[src/rtl/vault_pkg.sv]
// Shared constants, loader state encoding and a saturating-counter helper
// for the vault work path.
package vault_pkg;

  localparam int VAULT_PAYLOAD_BYTES = 80;
  localparam int VAULT_WORK_W        = 640;
  localparam logic [7:0] VAULT_SOF_DEFAULT = 8'hA5;

  typedef enum logic [1:0] {
    LS_HUNT    = 2'd0,
    LS_PAYLOAD = 2'd1,
    LS_CHECK   = 2'd2,
    LS_COMMIT  = 2'd3
  } loader_state_e;

  function automatic logic [15:0] sat_inc16(input logic [15:0] v);
    return (v == 16'hFFFF) ? v : v + 16'd1;
  endfunction

endpackage

[src/rtl/vault_idle_timer.sv]
// Idle down-counter: reloads on clear, counts while enabled, and pulses
// expired once LIMIT idle cycles have elapsed since the last clear. LIMIT = 0 disables it.
module vault_idle_timer #(
  parameter int unsigned LIMIT = 16
) (
  input  logic clk,
  input  logic rst_n,
  input  logic clear,
  input  logic enable,
  output logic expired
);

  localparam int W = (LIMIT > 1) ? $clog2(LIMIT) : 1;
  localparam logic [W-1:0] LOAD = (LIMIT > 0) ? W'(LIMIT - 1) : '0;

  logic [W-1:0] rem;

  always_ff @(posedge clk or negedge rst_n) begin
    if (!rst_n) begin
      rem <= LOAD;
    end else if (clear) begin
      rem <= LOAD;
    end else if (enable && (rem != '0)) begin
      rem <= rem - W'(1);
    end
  end

  // clear wins so an accepted byte can never coincide with expiry
  assign expired = (LIMIT != 0) && enable && !clear && (rem == '0);

endmodule

[src/rtl/vault_work_loader.sv]
// Byte-stream receiver assembling 80-byte block headers into 640-bit work
// packages. Define VAULT_WORK_CHECKSUM_EN to add a trailing checksum byte.
//
// state   | meaning
// HUNT    | discard bytes until SOF
// PAYLOAD | shift in 80 header bytes
// CHECK   | checksum byte (VAULT_WORK_CHECKSUM_EN only)
// COMMIT  | wait for free output slot, in_ready low
module vault_work_loader
  import vault_pkg::*;
#(
  parameter int unsigned TIMEOUT_CYCLES = 1_000_000,
  parameter logic [7:0]  SOF_BYTE       = VAULT_SOF_DEFAULT
) (
  input  logic                    clk,
  input  logic                    rst_n,
  input  logic [7:0]              in_data,
  input  logic                    in_valid,
  output logic                    in_ready,
  output logic [VAULT_WORK_W-1:0] work_package,
  output logic                    work_valid,
  input  logic                    work_ready,
  output logic [15:0]             frames_ok,
  output logic [15:0]             frames_bad
);

  localparam logic [1:0] ST_HUNT    = LS_HUNT;
  localparam logic [1:0] ST_PAYLOAD = LS_PAYLOAD;
  localparam logic [1:0] ST_CHECK   = LS_CHECK;
  localparam logic [1:0] ST_COMMIT  = LS_COMMIT;
  localparam logic [6:0] LAST_IDX   = 7'(VAULT_PAYLOAD_BYTES - 1);

  logic [1:0]              state;
  logic [6:0]              idx;
  logic [VAULT_WORK_W-1:0] asm_q;
  logic                    accept;
  logic                    timeout;

  assign in_ready = (state != ST_COMMIT);
  assign accept   = in_valid && in_ready;

  vault_idle_timer #(.LIMIT(TIMEOUT_CYCLES)) u_idle_timer (
    .clk     (clk),
    .rst_n   (rst_n),
    .clear   (accept),
    .enable  ((state == ST_PAYLOAD) || (state == ST_CHECK)),
    .expired (timeout)
  );

`ifdef VAULT_WORK_CHECKSUM_EN
  logic [7:0] sum;
  logic [7:0] sum_next;
  assign sum_next = sum + in_data;
`endif

  always_ff @(posedge clk or negedge rst_n) begin
    if (!rst_n) begin
      state        <= ST_HUNT;
      idx          <= '0;
      asm_q        <= '0;
      work_package <= '0;
      work_valid   <= 1'b0;
      frames_ok    <= '0;
      frames_bad   <= '0;
`ifdef VAULT_WORK_CHECKSUM_EN
      sum          <= '0;
`endif
    end else begin
      // a COMMIT below overrides this drop when it reloads on the same edge
      if (work_valid && work_ready) work_valid <= 1'b0;

      case (state)
        ST_HUNT: begin
          if (accept && (in_data == SOF_BYTE)) begin
            state <= ST_PAYLOAD;
            idx   <= '0;
`ifdef VAULT_WORK_CHECKSUM_EN
            sum   <= '0;
`endif
          end
        end
        ST_PAYLOAD: begin
          if (timeout) begin
            state      <= ST_HUNT;
            frames_bad <= sat_inc16(frames_bad);
          end else if (accept) begin
            // first byte ends at the top after 80 shifts
            asm_q <= {asm_q[VAULT_WORK_W-9:0], in_data};
            idx   <= idx + 7'd1;
`ifdef VAULT_WORK_CHECKSUM_EN
            sum   <= sum_next;
`endif
            if (idx == LAST_IDX) begin
`ifdef VAULT_WORK_CHECKSUM_EN
              state <= ST_CHECK;
`else
              state <= ST_COMMIT;
`endif
            end
          end
        end
`ifdef VAULT_WORK_CHECKSUM_EN
        ST_CHECK: begin
          if (timeout) begin
            state      <= ST_HUNT;
            frames_bad <= sat_inc16(frames_bad);
          end else if (accept) begin
            if (sum_next == 8'h00) begin
              state <= ST_COMMIT;
            end else begin
              state      <= ST_HUNT;
              frames_bad <= sat_inc16(frames_bad);
            end
          end
        end
`endif
        ST_COMMIT: begin
          if (!work_valid || work_ready) begin
            work_package <= asm_q;
            work_valid   <= 1'b1;
            frames_ok    <= sat_inc16(frames_ok);
            state        <= ST_HUNT;
          end
        end
        default: state <= ST_HUNT;
      endcase
    end
  end

endmodule
[config.mk]
export PLATFORM = sky130hd
export DESIGN_NAME = vault_work_loader
export DESIGN_NICKNAME = d
export VERILOG_FILES = /design/src/rtl/vault_pkg.sv /design/src/rtl/vault_idle_timer.sv /design/src/rtl/vault_work_loader.sv
export SDC_FILE = /design/constraint.sdc
export NUM_CORES = 2
export LEC_CHECK = 0
export ABC_CLOCK_PERIOD_IN_PS = 6200
export BUFFER_PORTS_ARGS = -buffer_cell sky130_fd_sc_hd__clkbuf_2
export CAP_MARGIN = 25
export CORE_ASPECT_RATIO = 0.6
export CORE_UTILIZATION = 55
export DETAILED_ROUTE_END_ITERATION = 8
export GPL_TIMING_DRIVEN = 0
export PLACE_DENSITY_LB_ADDON = 0.15
export RECOVER_POWER = 100
export REMOVE_ABC_BUFFERS = 1
export SLEW_MARGIN = 20
export SYNTH_ARGS = -nofsm -noshare
export SYNTH_HDL_FRONTEND = slang
export SYNTH_SLANG_ARGS = --single-unit
[constraint.sdc]
create_clock -name clk -period 6.2 [get_ports clk]
set_input_delay 0.31 -clock clk [delete_from_list [all_inputs] [get_ports clk]]
set_output_delay 0.31 -clock clk [all_outputs]
set_load 0.1 [all_outputs]
==> flow_summary.toml <==
[sta]
max_freq_mhz = 232
finalSetupViolCount = 0
setup_slack_ns = 1.89
relSlewSlack_pct = -99.9
drv_slew = 263
hold_ws_ns = 0.0880
period_needed_ns = 4.31
rsz0062_at_grt = "false"
skew_ns = 0.0268
tightest_slew_ns = 3.00
hold_viol = 0
fin_tns_setup_ns = 0
period_share_pct = 69.5

[synthesis]
synth_top_area_cell = "dfrtp_1"
ys_types = 48
synth_edf_count = 0
synth_area_leaders = "dfrtp_1 (65%), nand2_1 (29%), clkbuf_1 (2.0%)"
postSynthAreaPerCell_um2 = 8.86
netlist_area_um2 = 51000
synth_top_area_share_pct = 65.3
postSynthCellCount = 5758
synth_seq_cells = 1342
synthFlopType = "dfrtp_1"
async_flop_share_pct = 100
synth.yosys.seq_area_share_pct = 65.9
ys_warn_count = 0

[power_and_ir_drop]
switching_share_pct = 25.0
clock_power_share_pct = 42.1
p_int_mw = 14.1
power_switching_mw = 4.69
leakagePower_nw = 33.8
p_per_area_nw_per_um2 = 311
peakVddDrop_mv = 0.244
p_seq_share_pct = 49.5
combPwrFrac_pct = 8.4

[route]
wirelength_um = 125000
drc = 0
routed_via_density = 5.00
postRouteAntennaNets = 0
dr_wl_met2_um = 58300
wire_per_inst_um = 16.2
drt_iter0_markers = 2602
drtPass1Iterations = 7
vias = 38600
met1_length_um = 54400
maxUsedRoutingLayer = "met4"
wl_met3_um = 7480

[floorplan]
initial_core_util_pct = 55.6
die_area_um2 = 94000
core_area_um2 = 91800
num_io_pins = 686
fp.dieH_um = 238
rows = 86
die_w_um = 395

[final_layout]
area_delta_synth_final_pct = 18.3
final_common_cell = "nand2_1"
drive_gt1_share_pct = 5.02
final_nets = 6408
finalInstanceArea_um2 = 60300
final_cell_mix = "nand2_1 (3,878), dfrtp_1 (1,330), clkbuf_1 (709), clkbuf_16 (120), buf_16 (45)"
diodes = 0

[clock_tree]
post_cts_buffers = 0
clock_latency_ns = 0.73
clock_sink_count = 1342
cts_tree = "done"
clk_pin_slew_ns = 0.07
cts_resized = 0
cts_buffers = 118
cts_root_buffer = "clkbuf_16"
clockBufferDepth = 3
htreeDepth = 3

[setup_path]
cp.required_ns = 6.86
cp-start-kind = "flip-flop"
crit_path_top_delay_cell = "clkbuf_1"
crit_chain = "ha_1 -> nand3b_1 -> clkbuf_1 -> clkbuf_1 -> clkbuf_1 -> buf_8 -> buf_8 -> buf_8 -> nand2_1 -> nand2_1"
critPathCaptureType = "flip-flop"
critPathArrivalTime_ns = 4.97
crit_type = "reg2reg"
critPathMaxFanout = 18
cpPeakStageDelay_ns = 0.73

[min_path]
min_path_type = "in2async"

[place]
io_buffers = 685
gp_congestion = 0.820
hpwl_um = 84200
pre_cts_slack_ns = 3.05
dpl_cell_area_um2 = 57100

[grt]
grt_pass1_vias = 37400
grt_max_degree = 93
grt_usage_pct = 26.9
grt_pass1_wl_um = 203000
antenna_found_initial = 0
grt-ovfl-total = 0

[run_status]
status = "finished with violations"
violations = "max-capacitance violations, max-slew violations"

[job]
maxCapViolCount = 5
-- worst paths after layout --
| check | from | endpoint | slack, ns | cells past startpoint |
|---|---|---|---|---|
| hold reg to reg | asm_q[635]$_DFFE_PN0P_ | work_package[635]$_DFFE_PN0P_ | 0.46 | 2 |
| max in group asynchronous | rst_n | work_package[317]$_DFFE_PN0P_ | 2.06 | 8 |
| setup / recovery | state[0]$_DFFE_PN0P_ | asm_q[131]$_DFFE_PN0P_ | 1.89 | 10 |
| min in group clk | in_valid | u_idle_timer.rem[11]$_DFFE_PN0P_ | 0.22 | 3 |
| hold / removal | rst_n | work_package[539]$_DFFE_PN0P_ | 0.09 | 2 |
| setup reg to reg | state[0]$_DFFE_PN0P_ | asm_q[131]$_DFFE_PN0P_ | 1.89 | 10 |
-- cells in the mapped netlist, drive strengths merged (8+ instances only) --
cell	n
a21oi	18
buf	14
clkbuf	278
dfrtp	1330
dfstp	12
ha	8
inv	16
nand2	3878
nand3	15
nand4	13
nor2	30
nor3	22
nor4	10
o21ai	9
xnor2	24
xor2	20
-- critical path, delay by kind of cell, from the launching register on --
family,cells,cell delay [ns]
simple gates,3,0.70
buf+inv,6,2.69
flops,1,0.44
fa+ha+maj,1,0.38
-- power groups by stage --
stage / combinational (mW) / sequential [mW] / clock (mW)
after floorplan: 0.836 / 9.39 / 0
after global placement: 1.11 / 9.47 / 0
after detailed placement: 1.62 / 9.45 / 0
after CTS: 1.63 / 9.29 / 8.06
after global routing: 1.76 / 9.33 / 8.40
final: 1.58 / 9.29 / 7.91
-- metal layers --
layer | track usage, % | vias to the layer above
li1 | - | 18800
met1 | 37.1 | 18800
met2 | 41.7 | 853
met3 | 6.27 | 228
met4 | 10.2 | 0
met5 | 0 | -
-- layout make-up --
cell class	instances	area [um^2]
flip-flops and latches	1342	33600
fillers	7821	31500
clock inverters	41	656
repair buffers	802	4780
multi-input cells	4108	16100
well taps	1232	1540
clock buffers	181	3570
inverters	16	60.1
-- sequential cells by signal (all words and copies together), names as in the netlist --
signal            count
work_package        640
frames_ok            16
frames_bad           16
asm_q               640
u_idle_timer.rem     20
idx                   7
state                 2
work_valid            1
-- cells by family (layout without fill, tap and decap cells) --
kind of cell	count (synthesis)	in the layout	share of synthesized area, %
XOR/XNOR	44	44	0.756
AO/OA/AOI/OAI	48	48	0.621
AND/OR/NAND/NOR	4004	4004	30.2
multiplexers	4	4	0.0957
buffers and inverters	308	1040	2.28
adder cells (fa/ha/maj)	8	8	0.196
flip-flops	1342	1342	65.9
-- through the flow --
stage	cells	power, mW	utilization, %
3_5_place_dp	7490	11.1	62.2
6_report	7722	18.8	65.7
5_1_grt	7722	19.5	65.7
2_1_floorplan	5466	10.2	-
4_1_cts	7722	19.0	66.9
3_3_place_gp	7383	10.6	59.8
-- repair_timing --
action                                 in CTS  in global routing
endpoints found under the hold margin     301                  0
setup endpoints to repair                   0                  0
hold buffers                               10                  0
(Power assumes the default switching activity.)
